$ cat src/rtl/dac_spi_tx.sv
`default_nettype none
// ============================================================================
//  Module      : dac_spi_tx
//  Description : SPI transmitter for a 12-bit MCP4921-class DAC. Takes one
//                {cfg, sample} word per valid/ready handshake. Shifts it out
//                MSB-first on CS/SCK/SDI, then pulses LDAC. Ends each frame
//                with a one-cycle frame_done strobe.
//  Revision    : 1.0 - initial release
// ============================================================================
module dac_spi_tx #(
   parameter int m        = 12,
   parameter int CMD_BITS = 4,
   parameter int CLK_DIV  = 2
) (
   input  logic                clk,
   input  logic                rst_n,
   input  logic [m-1:0]        sample,
   input  logic                sample_valid,
   output logic                sample_ready,
   input  logic [CMD_BITS-1:0] cfg,
   output logic                dac_cs_n,
   output logic                dac_sck,
   output logic                dac_sdi,
   output logic                dac_ldac_n,
   output logic                frame_done
);

   // ------------------------------------------------------------------------
   // Derived constants
   // ------------------------------------------------------------------------
   localparam int C_W    = CMD_BITS + m;
   localparam int C_DIVW = (CLK_DIV > 1) ? $clog2(CLK_DIV) : 1;
   localparam int C_BITW = (C_W > 1) ? $clog2(C_W) : 1;

   localparam logic [C_DIVW-1:0] C_DIV_LAST  = C_DIVW'(CLK_DIV - 1);
   localparam logic [C_BITW-1:0] C_BIT_FIRST = C_BITW'(C_W - 1);

   localparam logic [1:0] C_IDLE  = 2'd0;
   localparam logic [1:0] C_SHIFT = 2'd1;
   localparam logic [1:0] C_HOLD  = 2'd2;
   localparam logic [1:0] C_LDAC  = 2'd3;

   // ------------------------------------------------------------------------
   // Registers
   // ------------------------------------------------------------------------
   logic [1:0]        r_state;
   logic              r_phase;     // 0 = SCK low half, 1 = SCK high half
   logic [C_DIVW-1:0] r_divcnt;
   logic [C_BITW-1:0] r_bitcnt;
   logic [C_W-2:0]    r_shift;     // bits still to be sent after the one on SDI

   logic              r_cs_n;
   logic              r_sck;
   logic              r_sdi;
   logic              r_ldac_n;
   logic              r_ready;
   logic              r_done;

   // ------------------------------------------------------------------------
   // Decoded events
   // ------------------------------------------------------------------------
   logic [C_W-1:0] w_frame;
   logic           w_accept;
   logic           w_div_end;
   logic           w_low_end;
   logic           w_bit_end;
   logic           w_last_bit;
   logic           w_shift_done;
   logic           w_next_bit;
   logic           w_hold_end;
   logic           w_ldac_end;

   assign w_frame      = {cfg, sample};
   // r_ready is high exactly in IDLE, so no combinational path from valid
   assign w_accept     = r_ready && sample_valid;
   assign w_div_end    = (r_divcnt == C_DIV_LAST);
   assign w_low_end    = (r_state == C_SHIFT) && !r_phase && w_div_end;
   assign w_bit_end    = (r_state == C_SHIFT) &&  r_phase && w_div_end;
   assign w_last_bit   = (r_bitcnt == '0);
   assign w_shift_done = w_bit_end && w_last_bit;
   assign w_next_bit   = w_bit_end && !w_last_bit;
   assign w_hold_end   = (r_state == C_HOLD) && w_div_end;
   assign w_ldac_end   = (r_state == C_LDAC) && w_div_end;

   // ------------------------------------------------------------------------
   // Half-period divider: free-runs in every non-idle state, wraps at
   // CLK_DIV-1. All state and phase changes happen on its wrap.
   // ------------------------------------------------------------------------
   always_ff @(posedge clk or negedge rst_n) begin
      if (!rst_n) begin
         r_divcnt <= '0;
      end else if ((r_state == C_IDLE) || w_div_end) begin
         r_divcnt <= '0;
      end else begin
         r_divcnt <= r_divcnt + C_DIVW'(1);
      end
   end

   // ------------------------------------------------------------------------
   // Frame sequencer: state, SCK phase and the down-counting bit index.
   // ------------------------------------------------------------------------
   always_ff @(posedge clk or negedge rst_n) begin
      if (!rst_n) begin
         r_state  <= C_IDLE;
         r_phase  <= 1'b0;
         r_bitcnt <= '0;
      end else begin
         case (r_state)
            C_IDLE: begin
               if (w_accept) begin
                  r_state  <= C_SHIFT;
                  r_phase  <= 1'b0;
                  r_bitcnt <= C_BIT_FIRST;
               end
            end
            C_SHIFT: begin
               if (w_low_end) begin
                  r_phase <= 1'b1;
               end else if (w_next_bit) begin
                  r_phase  <= 1'b0;
                  r_bitcnt <= r_bitcnt - C_BITW'(1);
               end else if (w_shift_done) begin
                  r_phase <= 1'b0;
                  r_state <= C_HOLD;
               end
            end
            C_HOLD: begin
               if (w_hold_end) begin
                  r_state <= C_LDAC;
               end
            end
            C_LDAC: begin
               if (w_ldac_end) begin
                  r_state <= C_IDLE;
               end
            end
            default: begin
               r_state  <= C_IDLE;
               r_phase  <= 1'b0;
               r_bitcnt <= '0;
            end
         endcase
      end
   end

   // ------------------------------------------------------------------------
   // Data path: capture the frame at accept and present one bit per SCK
   // period. SDI changes only when a new low half begins.
   // ------------------------------------------------------------------------
   always_ff @(posedge clk or negedge rst_n) begin
      if (!rst_n) begin
         r_shift <= '0;
         r_sdi   <= 1'b0;
      end else if (w_accept) begin
         r_shift <= w_frame[C_W-2:0];
         r_sdi   <= w_frame[C_W-1];
      end else if (w_next_bit) begin
         r_shift <= {r_shift[C_W-3:0], 1'b0};
         r_sdi   <= r_shift[C_W-2];
      end else if (w_shift_done) begin
         r_shift <= '0;
         r_sdi   <= 1'b0;
      end
   end

   // ------------------------------------------------------------------------
   // Pin drivers: each output is its own flop so CS and SCK cannot glitch.
   // ------------------------------------------------------------------------
   always_ff @(posedge clk or negedge rst_n) begin
      if (!rst_n) begin
         r_cs_n   <= 1'b1;
         r_sck    <= 1'b0;
         r_ldac_n <= 1'b1;
         r_ready  <= 1'b1;
         r_done   <= 1'b0;
      end else begin
         r_done <= w_ldac_end;

         if (w_accept) begin
            r_cs_n <= 1'b0;
         end else if (w_hold_end) begin
            r_cs_n <= 1'b1;
         end

         if (w_low_end) begin
            r_sck <= 1'b1;
         end else if (w_bit_end) begin
            r_sck <= 1'b0;
         end

         if (w_hold_end) begin
            r_ldac_n <= 1'b0;
         end else if (w_ldac_end) begin
            r_ldac_n <= 1'b1;
         end

         if (w_accept) begin
            r_ready <= 1'b0;
         end else if (w_ldac_end) begin
            r_ready <= 1'b1;
         end
      end
   end

   assign sample_ready = r_ready;
   assign dac_cs_n     = r_cs_n;
   assign dac_sck      = r_sck;
   assign dac_sdi      = r_sdi;
   assign dac_ldac_n   = r_ldac_n;
   assign frame_done   = r_done;

endmodule
`default_nettype wire

$ cat config.mk
export PLATFORM = sky130hd
export DESIGN_NAME = dac_spi_tx
export DESIGN_NICKNAME = d
export VERILOG_FILES = /design/src/rtl/dac_spi_tx.sv
export SDC_FILE = /design/constraint.sdc
export NUM_CORES = 1
export LEC_CHECK = 0
export ABC_AREA = 1
export CAP_MARGIN = 20
export CORE_UTILIZATION = 52
export DETAILED_ROUTE_END_ITERATION = 10
export GPL_ROUTABILITY_DRIVEN = 0
export HOLD_SLACK_MARGIN = 0.02
export MAX_ROUTING_LAYER = met4
export PLACE_DENSITY = 0.79
export SLEW_MARGIN = 20
export SYNTH_ARGS = -nofsm -noshare
export SYNTH_HDL_FRONTEND = slang
export SYNTH_SLANG_ARGS = --single-unit
$ cat constraint.sdc
create_clock -name clk -period 1.8 [get_ports clk]
set_input_delay 0.36 -clock clk [delete_from_list [all_inputs] [get_ports clk]]
set_output_delay 0.36 -clock clk [all_outputs]
set_load 0.05 [all_outputs]
==> results.yml <==
power:
  cellLeakagePower_nw: 0.9613
  ir_worst_vdd_mv: 0.5809
  power.total_mw: 1.261
  p_per_area_nw_per_um2: 691.3
global_routing:
  antenna_found_initial: 0
  grtUsageTotal: 0.2387
  grt_max_degree: 30
  grt_pass1_wl_um: 5554
  overflow: 0
  grt_pass1_vias: 1277
clock_tree:
  clock_path_buffers: 2
  clk_pin_slew_ps: 90
  cts_root_buf: "clkbuf_4"
  cts_buffers: 5
  post_cts_buffers: 0
  cts_tree: "built"
  postCtsHoldBufs: 0
  clock_sinks: 29
  cts_resized: 0
  htreeDepth: 2
  clk_latency_ps: 330
setup_path:
  slowest_stage: "dfrtp_1"
  cp_num_buf_inv: 2
  endpoint_kind: "flip-flop"
  critPathArrivalTime_ps: 1890
  cpLargestDelayFamily: "simple AND/OR/NAND/NOR gates"
  crit_type: "flip-flop to flip-flop"
  crit_chain: "inv_1 -> ha_1 -> nand2_1 -> nor2_2 -> nand2_2 -> clkinv_2 -> nand3_1 -> nand2_1"
  ff2ff_path_depth: 8
  worst-endpoint-required_ps: 2070
  startpoint_type: "flip-flop"
  slowest_delay_ps: 420
  worst-path-stages: 8
  crit_fanout: 15
  crit_top_cell: "nand2_1"
timing:
  slew_viol_final: 0
  finClkSkew_ps: 6.119
  tns_ps: 0
  final-hold-violation-count: 0
  setup_viol: 0
  tightest_slew_ps: 358.2
  fin_crit_ps: 1615
  max_freq_mhz: 619.1
  slew_headroom: 0.7612
  rsz0062_at_grt: "false"
  setup_slack_ps: 184.9
  fin_crit_sh: 0.8973
cells_and_area:
  num_antenna_cells: 0
  finalNetCount: 222
  area_delta_synth_final_pct: 21.50
  drive_gt1_frac: 0.1777
detailed_routing:
  drc: 0
  firstDrtPassIters: 4
  routed_wl_um: 3095
  dr.max_layer_used: "met4"
  postRouteAntennaNets: 0
  wire_per_inst_um: 13.57
  route.met2.wl_um: 1508
  drtIter0Drc: 60
  viasPerCell: 5.482
  wl_met3_um: 173
  met1_length_um: 1344
  via_count: 1250
floorplanning:
  dieArea_um2: 3106
  fp.coreArea_um2: 2734
  io_pins: 25
  start_util: 0.5492
  rows: 19
  die_x_um: 55.74
  die-height_um: 55.74
yosys:
  synth.area.top_cells: "dfrtp_1 (43%), nand2_1 (11%), nand3_1 (8.7%)"
  synth_edf_count: 0
  syn-num-nets: 195
  netlist_area_um2: 1501
  synthCells: 169
  synthArstFlopShare: 1.000
  synth_most_common_cell: "nand2_1"
  ys.flop_type: "dfrtp_1"
  ys_seq_area_frac: 0.4858
  synth_top_cell_by_area: "dfrtp_1"
  syn_avg_cell_area_um2: 8.884
  synth.top_cell.area_share: 0.4333
  yosys-top-cells-count: "nand2_1 (45), dfrtp_1 (26), nand3_1 (26)"
  yosysWarnings: 0
  synth-seq-cells: 29
  netlist-cell-type-count: 23
placement:
  dp_slack_ps: 64.90
  hpwl_um: 2250
  io_buffer_count: 24
outcome:
  status: "finished clean"
worst_hold_path:
  hold_class: "primary input to asynchronous set/reset pin"
run:
  maxCapViolCount: 0
-- metal layers --
layer | track usage | vias to the layer above
li1 | - | 615
met1 | 0.2757 | 590
met2 | 0.3855 | 34
met3 | 0.08140 | 11
met4 | 0.08929 | 0
met5 | - | -
-- power breakdown --
part / internal, mW / switching, mW / leakage, nW
Sequential: 0.651 / 0 / 0.389
Combinational: 0.0360 / 0.0195 / 0.527
Clock: 0.331 / 0.223 / 0.0455
Total: 1.02 / 0.242 / 0.961
-- cell type report --
type | count | area [um^2]
Clock inverter | 1 | 30.03
Clock buffer | 7 | 55.05
Sequential cell | 29 | 729.5
Fill cell | 234 | 909.6
Timing Repair Buffer | 26 | 252.7
Inverter | 18 | 68.82
Multi-Input combinational cell | 116 | 649.4
Tap cell | 31 | 38.79
-- stage by stage --
| stage | instance area, um^2 | std cells | hold slack [ps] | utilization |
|---|---|---|---|---|
| after CTS | 1824 | 228 | 412.9 | 0.6673 |
| after detailed placement | 1739 | 220 | 482.6 | 0.6362 |
| final | 1824 | 228 | 408.3 | 0.6673 |
| after global placement | 1739 | 220 | 478.4 | 0.6362 |
| after floorplan | 1501 | 169 | 64.41 | - |
| after global routing | 1824 | 228 | 427.9 | 0.6673 |
-- path summary, 6_finish.rpt --
kind                       startpoint     endpoint  slack (ps)
min in group clk           r_shift[6]   r_shift[6]         500
hold / removal                  rst_n   r_shift[4]         410
setup reg to reg           r_state[1]  r_shift[13]         180
max in group asynchronous       rst_n     dac_cs_n        1080
hold reg to reg            r_shift[6]   r_shift[6]         500
setup / recovery           r_state[1]  r_shift[13]         180
-- worst register-to-register path, stage by stage, from the launching register on --
cell and delay, ps:
dfrtp_1 420, inv_1 140, ha_1 290, nand2_1 110, nor2_2 140, nand2_2 90
clkinv_2 170, nand3_1 110, nand2_1 90
-- layout by cell type, fill, tap and decap left out, drive strengths merged, types with 2 or more instances in the layout --
cell           synthesis  layout
nand2                 48      48
nand3                 28      28
dfrtp                 26      26
clkdlybuf4s50          0      18
inv                   17      17
a22oi                 14      14
nor2                   9       9
buf                    6       8
ha                     7       7
clkbuf                 0       7
o21ai                  3       3
dfstp                  3       3
a21oi                  2       2
or2                    2       2
-- flip-flops by register name, indices dropped and copies added (netlist names) --
name / flops
dac_cs_n: 1
dac_ldac_n: 1
dac_sck: 1
dac_sdi: 1
frame_done: 1
r_bitcnt: 4
r_divcnt: 1
r_phase: 1
r_shift: 15
r_state: 2
sample_ready: 1
-- kinds of logic (layout without fill, tap and decap cells) --
family          after synthesis  in the layout  synth area share
fa+ha+maj                     7              7           0.05833
buf+inv                      24             52           0.08165
flops                        29             29            0.4858
simple gates                 88             88            0.2633
compound gates               21             21            0.1108
No activity file was read; power rests on OpenSTA's default activity.
